File: src/rtl/ddr_wcamerafifo_if.sv
// rtl/ddr_wcamerafifo_if.sv - DDR write-burst request/data handshake bundle
interface ddr_wcamerafifo_if;
    logic        mem_wen;
    logic        mem_wen_valid;
    logic [22:0] wr_addr;
    logic [9:0]  wr_len;
    logic        wr_burst_data_req;
    logic [31:0] wr_burst_data;
    logic        wr_burst_finish;

    modport master (
        output mem_wen,
        output wr_addr,
        output wr_len,
        output wr_burst_data,
        input  mem_wen_valid,
        input  wr_burst_data_req,
        input  wr_burst_finish
    );

    modport slave (
        input  mem_wen,
        input  wr_addr,
        input  wr_len,
        input  wr_burst_data,
        output mem_wen_valid,
        output wr_burst_data_req,
        output wr_burst_finish
    );
endinterface

File: src/rtl/ddr_wcamerafifo.sv
// rtl/ddr_wcamerafifo.sv - camera line FIFO to DDR burst writer with frame tracking
module ddr_wcamerafifo #(
    parameter logic [24:0] MAXADDR   = 25'd245_760,
    parameter logic [9:0]  BURST_LEN = 10'd256
) (
    input  logic                ddr_clk,
    input  logic                ddr_rst,
    input  logic                camera_vsync,
    input  logic [1:0]          write_channal,
    input  logic [9:0]          fifo_rd_len,
    input  logic [31:0]         fifo_rd_data,
    output logic                fifo_rd_en,
    output logic                fifo_clear,
    input  logic                ddr_ready,
    ddr_wcamerafifo_if.master   wr_bus,
    output logic                frame_wr_done,
    output logic [7:0]          frame_drop_cnt
);
    localparam logic [2:0] S_IDLE  = 3'd0;
    localparam logic [2:0] S_START = 3'd1;
    localparam logic [2:0] S_WAIT  = 3'd2;
    localparam logic [2:0] S_REQ   = 3'd3;
    localparam logic [2:0] S_BURST = 3'd4;

    logic [2:0]  r_state;
    logic        r_vs_d0;
    logic        r_vs_d1;
    logic        r_vs_d2;
    logic [20:0] r_offset;
    logic [9:0]  r_beat;
    logic        r_pending;
    logic        r_mem_wen;
    logic [22:0] r_wr_addr;
    logic [7:0]  r_drop_cnt;

    logic        w_vs_pos;
    logic        w_in_burst;
    logic [20:0] w_next_offset;
    logic        w_last;
    logic        w_abort;
    logic [7:0]  w_drop_inc;

    // Frame-start edge detect, burst completion arithmetic and drop saturation
    always_comb begin
        w_vs_pos      = r_vs_d1 & ~r_vs_d2;
        w_in_burst    = (r_state == S_BURST);
        w_next_offset = r_offset + {11'd0, BURST_LEN};
        w_last        = ({4'd0, w_next_offset} == MAXADDR);
        w_abort       = r_pending | w_vs_pos;
        w_drop_inc    = (r_drop_cnt == 8'hFF) ? r_drop_cnt : r_drop_cnt + 8'd1;
    end

    // Pops follow the controller's word requests, capped at one burst length
    always_comb begin
        fifo_rd_en    = w_in_burst & wr_bus.wr_burst_data_req & (r_beat < BURST_LEN);
        fifo_clear    = (r_state == S_START);
        frame_wr_done = w_in_burst & wr_bus.wr_burst_finish & w_last & ~r_pending;
    end

    assign wr_bus.mem_wen       = r_mem_wen;
    assign wr_bus.wr_addr       = r_wr_addr;
    assign wr_bus.wr_len        = BURST_LEN;
    assign wr_bus.wr_burst_data = fifo_rd_data;
    assign frame_drop_cnt       = r_drop_cnt;

    // Vsync synchroniser and the frame/burst sequencing state machine
    always_ff @(posedge ddr_clk) begin
        if (ddr_rst) begin
            r_state    <= S_IDLE;
            r_vs_d0    <= 1'b0;
            r_vs_d1    <= 1'b0;
            r_vs_d2    <= 1'b0;
            r_offset   <= 21'd0;
            r_beat     <= 10'd0;
            r_pending  <= 1'b0;
            r_mem_wen  <= 1'b0;
            r_wr_addr  <= 23'd0;
            r_drop_cnt <= 8'd0;
        end else begin
            r_vs_d0 <= camera_vsync;
            r_vs_d1 <= r_vs_d0;
            r_vs_d2 <= r_vs_d1;
            case (r_state)
                S_IDLE: begin
                    if (ddr_ready && w_vs_pos) begin
                        r_state <= S_START;
                    end
                end
                S_START: begin
                    r_wr_addr <= {write_channal, 21'd0};
                    r_offset  <= 21'd0;
                    r_pending <= 1'b0;
                    r_beat    <= 10'd0;
                    r_state   <= S_WAIT;
                end
                S_WAIT: begin
                    r_beat <= 10'd0;
                    if (w_vs_pos) begin
                        // A new frame before any burst landed is not a loss
                        if (r_offset != 21'd0) begin
                            r_drop_cnt <= w_drop_inc;
                        end
                        r_state <= S_START;
                    end else if (fifo_rd_len >= BURST_LEN) begin
                        r_mem_wen <= 1'b1;
                        r_state   <= S_REQ;
                    end
                end
                S_REQ: begin
                    if (w_vs_pos) begin
                        r_pending <= 1'b1;
                    end
                    if (wr_bus.mem_wen_valid) begin
                        r_mem_wen <= 1'b0;
                        r_state   <= S_BURST;
                    end
                end
                S_BURST: begin
                    if (fifo_rd_en) begin
                        r_beat <= r_beat + 10'd1;
                    end
                    if (wr_bus.wr_burst_finish) begin
                        r_offset  <= w_next_offset;
                        r_wr_addr <= {r_wr_addr[22:21], w_next_offset};
                        if (w_last && !r_pending) begin
                            // Completed frame; a coincident vsync starts the next one at once
                            r_state <= w_vs_pos ? S_START : S_IDLE;
                        end else if (w_abort) begin
                            r_drop_cnt <= w_drop_inc;
                            r_state    <= S_START;
                        end else begin
                            r_state <= S_WAIT;
                        end
                    end else if (w_vs_pos) begin
                        r_pending <= 1'b1;
                    end
                end
                default: begin
                    r_state <= S_IDLE;
                end
            endcase
        end
    end
endmodule

File: src/flat_wrapper.sv
// flat-port wrapper written by rule: the top's interface ports become plain ports
module ddr_wcamerafifo_flat 
#(
    parameter logic [24:0] MAXADDR   = 25'd245_760,
    parameter logic [9:0]  BURST_LEN = 10'd256
)
  (ddr_clk, ddr_rst, camera_vsync, write_channal, fifo_rd_len, fifo_rd_data, fifo_rd_en, fifo_clear, ddr_ready, frame_wr_done, frame_drop_cnt, wr_bus_mem_wen, wr_bus_wr_addr, wr_bus_wr_len, wr_bus_wr_burst_data, wr_bus_mem_wen_valid, wr_bus_wr_burst_data_req, wr_bus_wr_burst_finish);
  ddr_wcamerafifo_if wr_bus_i ();
  input  logic ddr_clk;
  input  logic ddr_rst;
  input  logic camera_vsync;
  input  logic [1:0] write_channal;
  input  logic [9:0] fifo_rd_len;
  input  logic [31:0] fifo_rd_data;
  output logic fifo_rd_en;
  output logic fifo_clear;
  input  logic ddr_ready;
  output logic frame_wr_done;
  output logic [7:0] frame_drop_cnt;
  output wire logic [$bits(wr_bus_i.mem_wen)-1:0] wr_bus_mem_wen;
  output wire logic [$bits(wr_bus_i.wr_addr)-1:0] wr_bus_wr_addr;
  output wire logic [$bits(wr_bus_i.wr_len)-1:0] wr_bus_wr_len;
  output wire logic [$bits(wr_bus_i.wr_burst_data)-1:0] wr_bus_wr_burst_data;
  input wire logic [$bits(wr_bus_i.mem_wen_valid)-1:0] wr_bus_mem_wen_valid;
  input wire logic [$bits(wr_bus_i.wr_burst_data_req)-1:0] wr_bus_wr_burst_data_req;
  input wire logic [$bits(wr_bus_i.wr_burst_finish)-1:0] wr_bus_wr_burst_finish;
  assign wr_bus_mem_wen = wr_bus_i.mem_wen;
  assign wr_bus_wr_addr = wr_bus_i.wr_addr;
  assign wr_bus_wr_len = wr_bus_i.wr_len;
  assign wr_bus_wr_burst_data = wr_bus_i.wr_burst_data;
  assign wr_bus_i.mem_wen_valid = wr_bus_mem_wen_valid;
  assign wr_bus_i.wr_burst_data_req = wr_bus_wr_burst_data_req;
  assign wr_bus_i.wr_burst_finish = wr_bus_wr_burst_finish;
  ddr_wcamerafifo #(.MAXADDR(MAXADDR), .BURST_LEN(BURST_LEN)) u_core (.ddr_clk(ddr_clk), .ddr_rst(ddr_rst), .camera_vsync(camera_vsync), .write_channal(write_channal), .fifo_rd_len(fifo_rd_len), .fifo_rd_data(fifo_rd_data), .fifo_rd_en(fifo_rd_en), .fifo_clear(fifo_clear), .ddr_ready(ddr_ready), .wr_bus(wr_bus_i), .frame_wr_done(frame_wr_done), .frame_drop_cnt(frame_drop_cnt));
endmodule
File: config.mk
export PLATFORM = sky130hd
export DESIGN_NAME = ddr_wcamerafifo_flat
export DESIGN_NICKNAME = d
export VERILOG_FILES = /design/src/rtl/ddr_wcamerafifo_if.sv /design/src/rtl/ddr_wcamerafifo.sv /design/src/flat_wrapper.sv
export SDC_FILE = /design/constraint.sdc
export NUM_CORES = 1
export LEC_CHECK = 0
export ABC_CLOCK_PERIOD_IN_PS = 6600
export CAP_MARGIN = 15
export CORE_UTILIZATION = 25
export DETAILED_ROUTE_END_ITERATION = 8
export SLEW_MARGIN = 20
export SYNTH_ARGS = -nofsm -noshare
export SYNTH_HDL_FRONTEND = slang
export SYNTH_SLANG_ARGS = --single-unit
File: constraint.sdc
create_clock -name ddr_clk -period 6.6 [get_ports ddr_clk]
set_clock_uncertainty 0.15 [all_clocks]
set_input_delay 1.32 -clock ddr_clk [delete_from_list [all_inputs] [get_ports ddr_clk]]
set_output_delay 1.32 -clock ddr_clk [all_outputs]
set_load 0.05 [all_outputs]
-- Word level (Yosys, flattened, before mapping)
Cells that the tools add are included.
- bits in read-only memories: 0
- output and inout bits: 77
- memories kept: 0
- bits of input ports: 51
- word-level logic and storage cells: 91
- RAM bits: 0
- register bits after elaboration: 70
- latch bits: 0
- div/mod/pow operators: 0
- reduce and logical (&&, ||, !) cells: 18
- add/sub/neg operators: 3
- bitwise logic cells: 10
- muxes and demuxes: 29
- multipliers: 0
- eq/ne operators: 18
- shift operators: 0
- magnitude comparators: 2
- operators with widths (kind ; count):
    8-bit two-way mux ; 6
    23-bit one-hot mux with 2 select lines ; 1
    21-bit two-way mux ; 2
    21-bit one-hot mux with 2 select lines ; 1
    21-bit by 9-bit adder with 21-bit output (second input constant) ; 1
    21-bit by 18-bit == test with 1-bit output (second input constant) ; 1
    21-bit nonzero test ; 1
    10-bit one-hot mux with 2 select lines ; 1
    3-bit two-way mux ; 6
    8-bit one-hot mux with 2 select lines ; 1
    3-bit one-hot mux with 5 select lines ; 1
    2-bit inequality test (second input constant) ; 7
    10-bit by 1-bit adder with 10-bit output (second input constant) ; 1
    10-bit by 9-bit >= comparator with 1-bit output (second input constant) ; 1
    10-bit by 9-bit less-than comparator with 1-bit output (second input constant) ; 1
    10-bit two-way mux ; 1
    8-bit by 1-bit adder with 8-bit output (second input constant) ; 1
    8-bit == test (second input constant) ; 1
    2-bit by 1-bit inequality test with 1-bit output (second input constant) ; 4
    2-bit AND reduction ; 4
    4-bit AND reduction ; 2
    2-bit nonzero test ; 4
    1-bit bitwise AND ; 6
    3-bit by 2-bit == test with 1-bit output (second input constant) ; 2
    other kinds (15) ; 23

-- Logic depth before layout (Yosys ltp)
Gate-level depths: netlist of the first run.
- depth in word-level cells: 7
- depth in mapped cells: 8

-- Worst setup path before layout of the first run
Ideal clock, no wire load.
- kind: reg-to-output
- start: reg, netlist name u_core.wr_bus.wr_addr[8]
- end: out frame_wr_done
- cell stages (with the launch flop): 7
- arrival: 3.738 ns
- data required time: 5.130 ns
- slack: 1.392 ns
- cell sequence: dfxtp_1 ha_1 nand3_1 xor2_1 nand4_1 or3b_2 nor4b_1
- RTL lines (item ; RTL line ; source):
    end: declaration ; flat_wrapper.sv:18 ; output logic frame_wr_done;

==> results of run 1 <==
## worst max path at each step
stage | slack (ns) | depth (start not counted) | to
3_3_place_gp | 1.74 | 4 | frame_wr_done
4_1_cts | 1.48 | 7 | frame_wr_done
5_1_grt | 1.27 | 7 | frame_wr_done
3_5_place_dp | 1.77 | 4 | frame_wr_done
2_1_floorplan | 1.39 | 6 | frame_wr_done
6_report | 1.58 | 7 | frame_wr_done
## final cells by class
cell class	instances	area share [%]
well taps	140	5.67
repair buffers	46	14.8
clock inverters	3	0.850
clock buffers	5	2.23
inverters	7	0.850
multi-input cells	236	48.4
flip-flops and latches	42	27.2
## power by group
| group | internal (uW) | switching (uW) |
|---|---|---|
| logic | 56.5 | 134 |
| registers | 266 | 24.4 |
| clock network | 78.8 | 106 |
## sequential cells by signal (all words and copies together) (netlist names)
signal	count
u_core.r_beat	10
u_core.wr_bus.mem_wen	1
u_core.r_state	3
u_core.r_pending	1
u_core.frame_drop_cnt	8
u_core.r_vs_d1	1
u_core.wr_bus.wr_addr	16
u_core.r_vs_d2	1
u_core.r_vs_d0	1
## kinds of logic (layout without fill, tap and decap cells)
group,Yosys count,after routing,share of synthesized area (%)
simple gates,138,138,27.7
buf+inv,68,61,17.0
compound gates,60,60,14.2
flops,42,42,30.3
mux,13,13,5.18
xor+xnor,10,10,3.15
fa+ha+maj,5,5,2.25
other cells,2,10,0.270
## cell usage after synthesis, drive strengths merged, types with 7 or more instances
library cell   n  share of area [%]
nand2         24                3.2
o21ai         10                1.8
nand3         12                2.2
clkbuf        10                2.1
nor2b          7                1.6
dfxtp         42                 30
nor3          11                2.8
mux2           8                3.4
and2b          7                1.9
a21oi         23                4.1
buf           51                 14
nor2          39                5.3
## layer usage
layer	GRT usage, %	vias up
met1	13.7	1052
li1	-	1125
met4	2.84	0
met5	0	-
met2	17.6	71
met3	2.36	9
## metrics by stage
step	cell area (sq um)	total power [uW]	setup WS (ns)
after CTS	3090	671	1.48
final	3090	665	1.58
after global routing	3090	705	1.27
after detailed placement	3000	486	1.77
after floorplan	2810	491	1.39
after global placement	3000	482	1.74
## layout by cell type, fill, tap and decap left out, types with 2 or more instances in the layout
cell / instances
sky130_fd_sc_hd__nor4b_1: 3
sky130_fd_sc_hd__dfxtp_1: 42
sky130_fd_sc_hd__xnor2_1: 4
sky130_fd_sc_hd__a31oi_1: 3
sky130_fd_sc_hd__nor3_1: 9
sky130_fd_sc_hd__a211oi_1: 2
sky130_fd_sc_hd__mux2i_1: 5
sky130_fd_sc_hd__conb_1: 10
sky130_fd_sc_hd__a41oi_1: 2
sky130_fd_sc_hd__clkdlybuf4s50_1: 45
sky130_fd_sc_hd__and4_1: 2
sky130_fd_sc_hd__xor2_1: 6
sky130_fd_sc_hd__nor2b_1: 7
sky130_fd_sc_hd__and2_1: 2
sky130_fd_sc_hd__nor4_1: 6
sky130_fd_sc_hd__inv_1: 6
sky130_fd_sc_hd__a31o_2: 2
sky130_fd_sc_hd__a22oi_1: 4
sky130_fd_sc_hd__ha_1: 5
sky130_fd_sc_hd__and3_1: 5
sky130_fd_sc_hd__o21ai_0: 10
sky130_fd_sc_hd__nor3_4: 2
sky130_fd_sc_hd__inv_6: 3
sky130_fd_sc_hd__or3b_2: 2
sky130_fd_sc_hd__o22ai_1: 2
sky130_fd_sc_hd__nand3_1: 12
sky130_fd_sc_hd__clkbuf_8: 5
sky130_fd_sc_hd__a311oi_1: 2
sky130_fd_sc_hd__nand4_1: 5
sky130_fd_sc_hd__o31ai_1: 2
sky130_fd_sc_hd__and2b_1: 7
sky130_fd_sc_hd__a21oi_1: 23
sky130_fd_sc_hd__nand2b_1: 4
sky130_fd_sc_hd__mux2_1: 6
sky130_fd_sc_hd__nor3b_1: 2
sky130_fd_sc_hd__nor2_1: 39
sky130_fd_sc_hd__nand2_1: 24
==> metrics, run 1 <==
run status finished, final reports clean; async set-or-reset flop fraction in the synthesized netlist 0%; proportion of synthesized chip area in sequential cells slightly above 30%; Hold Path Sink u_core.r_vs_d1; Max Clock Freq 199 MHz; Synth Register Bits 42; layout cell share with drive strength beyond 1 6.78%; worst hold path cell count 1; Routed wire per std cell 12.7 um; CTS Buffer Depth 2; minimum clock period after layout 5.02 ns; critical path cell sequence ha_1 -> nand3_1 -> xor2_1 -> nand4_1 -> or3b_2 -> nor4b_1 -> clkdlybuf4s50_1; final number of max-transition violations 0; final critical-path share of the clock period between 70% and 80%; cell count of the worst reg-to-reg path 7; FF+latch area about 840 sq um; Die Footprint ~12000 sq um; minimum hold slack 0.295 ns; worst IR drop on VDD approximately 0.10 mV; Synthesis Warnings 0; Die Wd between 100 and 150 um; Clock transition at path regs about 0.1 ns; number of sinks on the clock net 42; setup repair after global routing missed its margin no; biggest fanout along the worst timing path 10; kind of cell adding the most delay to the critical path simple AND/OR/NAND/NOR gates; type of destination of the critical path output port; Worst Hold Launch u_core.r_vs_d0; number of unique standard cell types used by synthesis 57; worst slew margin relative to its limit around 60%; cell area after synthesis between 2000 and 3000 sq um; placed cells around 470; Post-Synthesis Mean Instance Area between 8 and 9 sq um; area of the core 10800 sq um; routed via count divided by cell count between 4 and 5; Cell Pwr Density around 220 nW/um^2; total grt overflow 0; Starting DRT DRC Count 113; num ports 128; count of buffers added by post-CTS timing repair for setup 0; wire length of the first global-routing pass 9900 um; worst path required time 5.13 ns; layout overhead on the synthesized area 11.3%; cell at the slowest stage of the critical path sky130_fd_sc_hd__clkdlybuf4s50_1; area of combinational cells with multiple inputs roughly 1500 sq um; setup slack of the worst register-to-register path 3.77 ns; number of nets still failing antenna checks after routing 0; Finished Layout Cells 479; maximum number of pins on one net before global-route repair 44; worst-margin pin slew 0.615 ns; max-capacitance violation count 0; Largest stage delay, worst path between 0.8 and 0.9 ns; number of hold-slack violations in the final timing report 0; DR WL met2 approximately 2800 um; Reg-to-Reg End u_core.frame_drop_cnt[3]; worst min-delay path category register to register; final-layout setup total negative slack 0 ns; DR WL met3 360 um; initial core utilization about a quarter; cts bufs inserted 5; total iterations of the first detailed-routing run 4; Arrival @ worst endpoint between 3 and 4 ns; detailed-placement wirelength estimate 4360 um; # H-tree levels 2; DR vias 2257; cells after synthesis 338; number of inserted diodes 0; count of hold buffers inserted by post-cts repair 0; number of antenna violations at the first check in global routing 0; Critical Path Source u_core.wr_bus.wr_addr[8]; static leakage about 0.0011 uW; Core Rows 38; master cell of the clock root buffer sky130_fd_sc_hd__clkbuf_8; Final Routed Wirelength between 6000 and 7000 um; Residual DRC 0; worst reg2reg startpoint u_core.wr_bus.wr_addr[8]; kind of start point of the critical path register; total of endpoints with negative setup slack in the final report 0; fraction of the core area covered by cells at the end of the flow roughly 29%; met1 WL between 2000 and 3000 um; Max Used Layer met4; CTS tree yes; Primary FF master, synth sky130_fd_sc_hd__dfxtp_1; Nets between 300 and 400; placer's final routability congestion estimate between 0.7 and 0.8; overall fraction of global-route tracks in use 10.6%; buffers added on ports 45; count of flip-flops with a built-in enable after synthesis 0; number of instances resized during post-cts repair 0; Worst Path Class, Setup register to output port; Clk Latency, worst-skew pair approximately 0.31 ns; buffers plus inverters on the worst setup path 1; count of fill cells added during filler insertion approximately 1200; die height between 100 and 150 um; via count of the first global-routing pass 2069
(Power assumes the default switching activity.)
==> run 2, diff against run 1 <==
--- a/config.mk
+++ b/config.mk
@@ -5,7 +5,7 @@
 export SDC_FILE = /design/constraint.sdc
 export NUM_CORES = 1
 export LEC_CHECK = 0
-export ABC_CLOCK_PERIOD_IN_PS = 6600
+export ABC_CLOCK_PERIOD_IN_PS = 4500
 export CAP_MARGIN = 15
 export CORE_UTILIZATION = 25
 export DETAILED_ROUTE_END_ITERATION = 8
==> constraint.sdc (replaced) <==
create_clock -name ddr_clk -period 4.5 [get_ports ddr_clk]
set_clock_uncertainty 0.15 [all_clocks]
set_input_delay 0.9 -clock ddr_clk [delete_from_list [all_inputs] [get_ports ddr_clk]]
set_output_delay 0.9 -clock ddr_clk [all_outputs]
set_load 0.05 [all_outputs]
==> run 2 against run 1 <==
Routed wire length increased by 2.2%. Via count decreased by 2.0%. First-iteration DRC count increased by 0.88%. Setup slack got worse by 1.0 ns.
==> metrics, run 2 (synthesis results as in run 1) <==
Largest stage delay, worst path 0.52 ns; initial core utilization between 20% and 30%; Clk Latency, worst-skew pair approximately 0.3 ns; Placement Setup Slack about 0.8 ns; Die Footprint approximately 12000 sq um; wire length of the first global-routing pass about 10000 um; number of sinks on the clock net 42; count of buffers added by post-CTS timing repair for setup 0; FF+latch area between 800 and 900 sq um; Starting DRT DRC Count 114; total grt overflow 0; total of endpoints with negative setup slack in the final report 0; critical path cell sequence ha_1 -> nand3_1 -> nor3_1 -> o22ai_1 -> or3b_2 -> nor4b_2 -> buf_4; worst hold path cell count 1; switching power summed over all nets roughly 380 uW; Clock transition at path regs roughly 0.1 ns; cell count of the worst reg-to-reg path 7; num ports 128; area of combinational cells with multiple inputs ~1500 sq um; Worst Path Class, Setup register to output port; Nets 394; minimum clock period after layout roughly 3.9 ns; biggest fanout along the worst timing path 10; flip-flop count of the largest register after layout 16; worst slew margin relative to its limit ~48%; final-layout setup total negative slack 0 ns; detailed-placement wirelength estimate ~4500 um; worst min-delay path category register to register; DR vias 2211; layout cell share with drive strength beyond 1 7.37%; combinational cell fraction of total power between 20% and 30%; die height 107 um; worst IR drop on VDD 0.144 mV; maximum number of pins on one net before global-route repair 26; max-capacitance violation count 0; worst-margin pin slew ~0.78 ns; routed via count divided by cell count approximately 4.6; count of cell instances traversed by the critical path 7; cell internal pwr slightly below 600 uW; Cell Pwr Density 310 nW/um^2; Arrival @ worst endpoint between 2 and 3 ns; CTS tree yes; buffers plus inverters on the worst setup path 1; kind of start point of the critical path register; part of the power in the clock network around a quarter; CTS Buffer Depth 2; cell at the slowest stage of the critical path sky130_fd_sc_hd__dfxtp_1; Reg power frac 44.3%; buffers added on ports 45; kind of cell adding the most delay to the critical path simple AND/OR/NAND/NOR gates; number of nets still failing antenna checks after routing 0; worst path required time 3.45 ns; # H-tree levels 2; layout overhead on the synthesized area 11.3%; type of destination of the critical path output port; static leakage ~0.0011 uW; switching part of the total power 39.2%; Worst Setup Slack, final 0.577 ns; count of hold buffers inserted by post-cts repair 0; count of fill cells added during filler insertion between 1000 and 1500; number of inserted diodes 0; total iterations of the first detailed-routing run 4; placer's final routability congestion estimate between 0.7 and 0.8; number of antenna violations at the first check in global routing 0; Die Wd 107 um; setup repair after global routing missed its margin no; Final Routed Wirelength 6190 um; run status finished, final reports clean; placed standard-cell area between 3000 and 4000 sq um; via count of the first global-routing pass approximately 2100; cts bufs inserted 5; number of hold-slack violations in the final timing report 0; final number of max-transition violations 0; commonest non-fill, non-tap cell in the layout sky130_fd_sc_hd__clkdlybuf4s50_1; Core Rows 38; area of the core 10800 sq um; Routed wire per std cell about 13 um; master cell of the clock root buffer sky130_fd_sc_hd__clkbuf_8; Max Clock Freq roughly 250 MHz; overall fraction of global-route tracks in use 11.0%; Residual DRC 0; number of instances resized during post-cts repair 0; most frequent cells in the layout sky130_fd_sc_hd__clkdlybuf4s50_1, sky130_fd_sc_hd__dfxtp_1, sky130_fd_sc_hd__nor2_1, sky130_fd_sc_hd__nand2_1, sky130_fd_sc_hd__a21oi_1; final critical-path share of the clock period between 80% and 90%; final standard cell area without fillers about 3100 sq um
[run 2: changes by cell type in the layout (fill, tap and decap cells not counted), sizes merged]
| cell | change |
|---|---|
| clkinvlp | +2 |
| buf | +1 |
| inv | -2 |
| clkdlybuf4s50 | -1 |
[run 2: final timing paths]
path                                   end                      from  slack [ns]
hold reg to reg             u_core.r_vs_d1            u_core.r_vs_d0        0.29
hold / removal              u_core.r_vs_d1            u_core.r_vs_d0        0.29
setup / recovery             frame_wr_done  u_core.wr_bus.wr_addr[8]        0.58
setup reg to reg  u_core.frame_drop_cnt[0]  u_core.wr_bus.wr_addr[8]        1.64
[run 2: cell type report]
| type | count | share of cell area (%) |
|---|---|---|
| clock buffer | 5 | 2.22 |
| timing repair buffer | 46 | 14.7 |
| multi-input combinational | 236 | 48.6 |
| clock inverter | 3 | 0.769 |
| inverter | 7 | 0.850 |
| sequential | 42 | 27.2 |
| tap | 140 | 5.66 |
[run 2: layer usage]
| layer | vias to the layer above | part of all wire [%] | global-route usage (%) | routed length, um |
|---|---|---|---|---|
| li1 | 1123 | - | - | - |
| met2 | 61 | 47 | 18.0 | 2890 |
| met1 | 1025 | 46 | 14.3 | 2850 |
| met5 | - | 0 | 0 | 0 |
| met3 | 2 | 6.7 | 2.78 | 413 |
| met4 | 0 | 0.65 | 3.23 | 40 |
[run 2: metrics by stage]
step                hold slack, ns  util [%]  power, uW  std cells
floorplan                    0.264         -        720        346
global placement             0.274      27.7        710        471
detailed placement           0.275      27.7        715        471
CTS                          0.296      28.5        974        479
global route                 0.328      28.5       1030        479
finish                       0.293      28.5        960        479
[run 2: power groups by stage]
stage | clock network, uW | logic (uW) | registers, uW
2_1_floorplan | 0 | 289 | 431
3_3_place_gp | 0 | 276 | 434
3_5_place_dp | 0 | 281 | 434
4_1_cts | 268 | 281 | 425
5_1_grt | 289 | 313 | 430
6_report | 255 | 280 | 425
[run 2: worst reg2reg max path, cell delays in order, from the launching register on]
cell and delay (ns):
sky130_fd_sc_hd__dfxtp_1 0.52, sky130_fd_sc_hd__ha_1 0.36, sky130_fd_sc_hd__nand3_1 0.21, sky130_fd_sc_hd__nor3_4 0.31, sky130_fd_sc_hd__mux2i_1 0.50, sky130_fd_sc_hd__nor4b_4 0.14, sky130_fd_sc_hd__a21boi_2 0.24, sky130_fd_sc_hd__mux2_4 0.32
==> run 3, diff against run 2 <==
--- a/config.mk
+++ b/config.mk
@@ -9,7 +9,7 @@
 export CAP_MARGIN = 15
 export CORE_UTILIZATION = 25
 export DETAILED_ROUTE_END_ITERATION = 8
-export SLEW_MARGIN = 20
+export SLEW_MARGIN = 40
 export SYNTH_ARGS = -nofsm -noshare
 export SYNTH_HDL_FRONTEND = slang
 export SYNTH_SLANG_ARGS = --single-unit
==> run 3 against run 2 <==
Non-clock buffer count is the same. Combinational power is essentially flat. Hold slack is the same. Clock power is essentially flat. Via count grew 0.14%. Register-to-register slack is essentially flat. Maximum frequency grew 0.14%. Largest power group unchanged. Setup slack gained 0.0053 ns. Flip-flop and latch count is the same. Largest cell class unchanged.
==> metrics, run 3 (synthesis results as in run 1) <==
run status finished, final reports clean; final-layout setup total negative slack 0 ns; initial core utilization approximately 26%; # H-tree levels 2; placed standard-cell area 3000 sq um; Placement Setup Slack just under 0.8 ns; most frequent cells in the layout sky130_fd_sc_hd__clkdlybuf4s50_1, sky130_fd_sc_hd__dfxtp_1, sky130_fd_sc_hd__nor2_1, sky130_fd_sc_hd__nand2_1, sky130_fd_sc_hd__a21oi_1; number of antenna violations at the first check in global routing 0; Clk Latency, worst-skew pair 0.30 ns; flip-flop count of the largest register after layout 16; Die Wd approximately 110 um; worst hold path cell count 1; final number of max-transition violations 0; minimum clock period after layout ~3.9 ns; Residual DRC 0; critical path cell sequence ha_1 -> nand3_1 -> nor3_1 -> o22ai_1 -> or3b_2 -> nor4b_2 -> buf_4; kind of start point of the critical path register; worst min-delay path category register to register; Final Routed Wirelength between 6000 and 7000 um; worst-margin pin slew approximately 0.63 ns; overall fraction of global-route tracks in use 11.0%; number of inserted diodes 0; maximum number of pins on one net before global-route repair 26; CTS Buffer Depth 2; total iterations of the first detailed-routing run 4; final critical-path share of the clock period 87.1%; layout cell share with drive strength beyond 1 under 10%; setup repair after global routing missed its margin no; CTS tree yes; count of buffers added by post-CTS timing repair for setup 0; Core Rows 38; setup slack of the worst register-to-register path 1.64 ns; cell at the slowest stage of the critical path sky130_fd_sc_hd__dfxtp_1; number of instances resized during post-cts repair 0; static leakage 0.00110 uW; buffers added on ports 45; count of cell instances traversed by the critical path 7; wire length of the first global-routing pass 10200 um; placer's final routability congestion estimate between 0.7 and 0.8; layout overhead on the synthesized area 11.1%; cts bufs inserted 5; type of destination of the critical path output port; number of nets still failing antenna checks after routing 0; Clock transition at path regs about 0.10 ns; Worst Path Class, Setup register to output port; die height 107 um; Routed wire per std cell 12.9 um; buffers plus inverters on the worst setup path 1; detailed-placement wirelength estimate 4490 um; Die Footprint 11500 sq um; DR vias about 2200; commonest non-fill, non-tap cell in the layout sky130_fd_sc_hd__clkdlybuf4s50_1; area of the core 10800 sq um; via count of the first global-routing pass around 2100; count of hold buffers inserted by post-cts repair 0; Largest stage delay, worst path 0.52 ns; kind of cell adding the most delay to the critical path simple AND/OR/NAND/NOR gates; worst slew margin relative to its limit between 50 and 60%; Arrival @ worst endpoint approximately 2.9 ns; final standard cell area without fillers 3090 sq um; routed via count divided by cell count about 4.6; number of hold-slack violations in the final timing report 0; Worst Setup Slack, final a little under 0.6 ns; Starting DRT DRC Count 113; master cell of the clock root buffer sky130_fd_sc_hd__clkbuf_8; biggest fanout along the worst timing path 10; worst IR drop on VDD between 0.1 and 0.15 mV; max-capacitance violation count 0; worst path required time 3.45 ns; Cell Pwr Density ~310 nW/um^2; cell count of the worst reg-to-reg path 7; total of endpoints with negative setup slack in the final report 0; number of sinks on the clock net 42; Nets 394; total grt overflow 0; num ports approximately 130; Max Clock Freq roughly 260 MHz
## run 3: cell types whose count changed in the layout (fill, tap and decap cells not counted)
cell	previous run	this run
sky130_fd_sc_hd__buf_2	0	1
sky130_fd_sc_hd__clkdlybuf4s50_1	44	43
## run 3: stage by stage
| step | hold WS (ns) | std cells | total power, uW | util, % |
|---|---|---|---|---|
| after floorplan | 0.264 | 346 | 720 | - |
| after global placement | 0.274 | 471 | 710 | 27.7 |
| after detailed placement | 0.275 | 471 | 715 | 27.7 |
| after CTS | 0.296 | 479 | 974 | 28.5 |
| after global routing | 0.328 | 479 | 1030 | 28.5 |
| final | 0.293 | 479 | 959 | 28.5 |
## run 3: layout make-up
| class | count | area [sq um] |
|---|---|---|
| Clock buffer | 5 | 68.8 |
| Clock inverter | 3 | 23.8 |
| Fill cell | 1160 | 7750 |
| Inverter | 7 | 26.3 |
| Multi-Input combinational cell | 236 | 1500 |
| Sequential cell | 42 | 841 |
| Tap cell | 140 | 175 |
| Timing Repair Buffer | 46 | 450 |
## run 3: layer usage
metal | global-route usage [%] | wire [um] | vias up | part of all wire (%)
li1 | - | - | 1124 | -
met1 | 14.3 | 2840 | 1027 | 46
met2 | 18.0 | 2890 | 61 | 47
met3 | 2.78 | 413 | 2 | 6.7
met4 | 3.23 | 40 | 0 | 0.65
met5 | 0 | 0 | - | 0
## run 3: worst paths after layout
| kind | from | end |
|---|---|---|
| worst min-delay path | u_core.r_vs_d0 | u_core.r_vs_d1 |
| worst max-delay path | u_core.wr_bus.wr_addr[8] | frame_wr_done |
| worst min register to register | u_core.r_vs_d0 | u_core.r_vs_d1 |
| worst max register to register | u_core.wr_bus.wr_addr[8] | u_core.frame_drop_cnt[0] |
## run 3: report_power, final
| part | switching [uW] | internal (uW) | total [uW] | leakage, uW |
|---|---|---|---|---|
| logic | 197 | 82.5 | 279 | 0.000724 |
| registers | 35.6 | 390 | 425 | 0.000339 |
| clock network | 144 | 111 | 255 | 0.0000408 |
| total | 376 | 583 | 959 | 0.00110 |
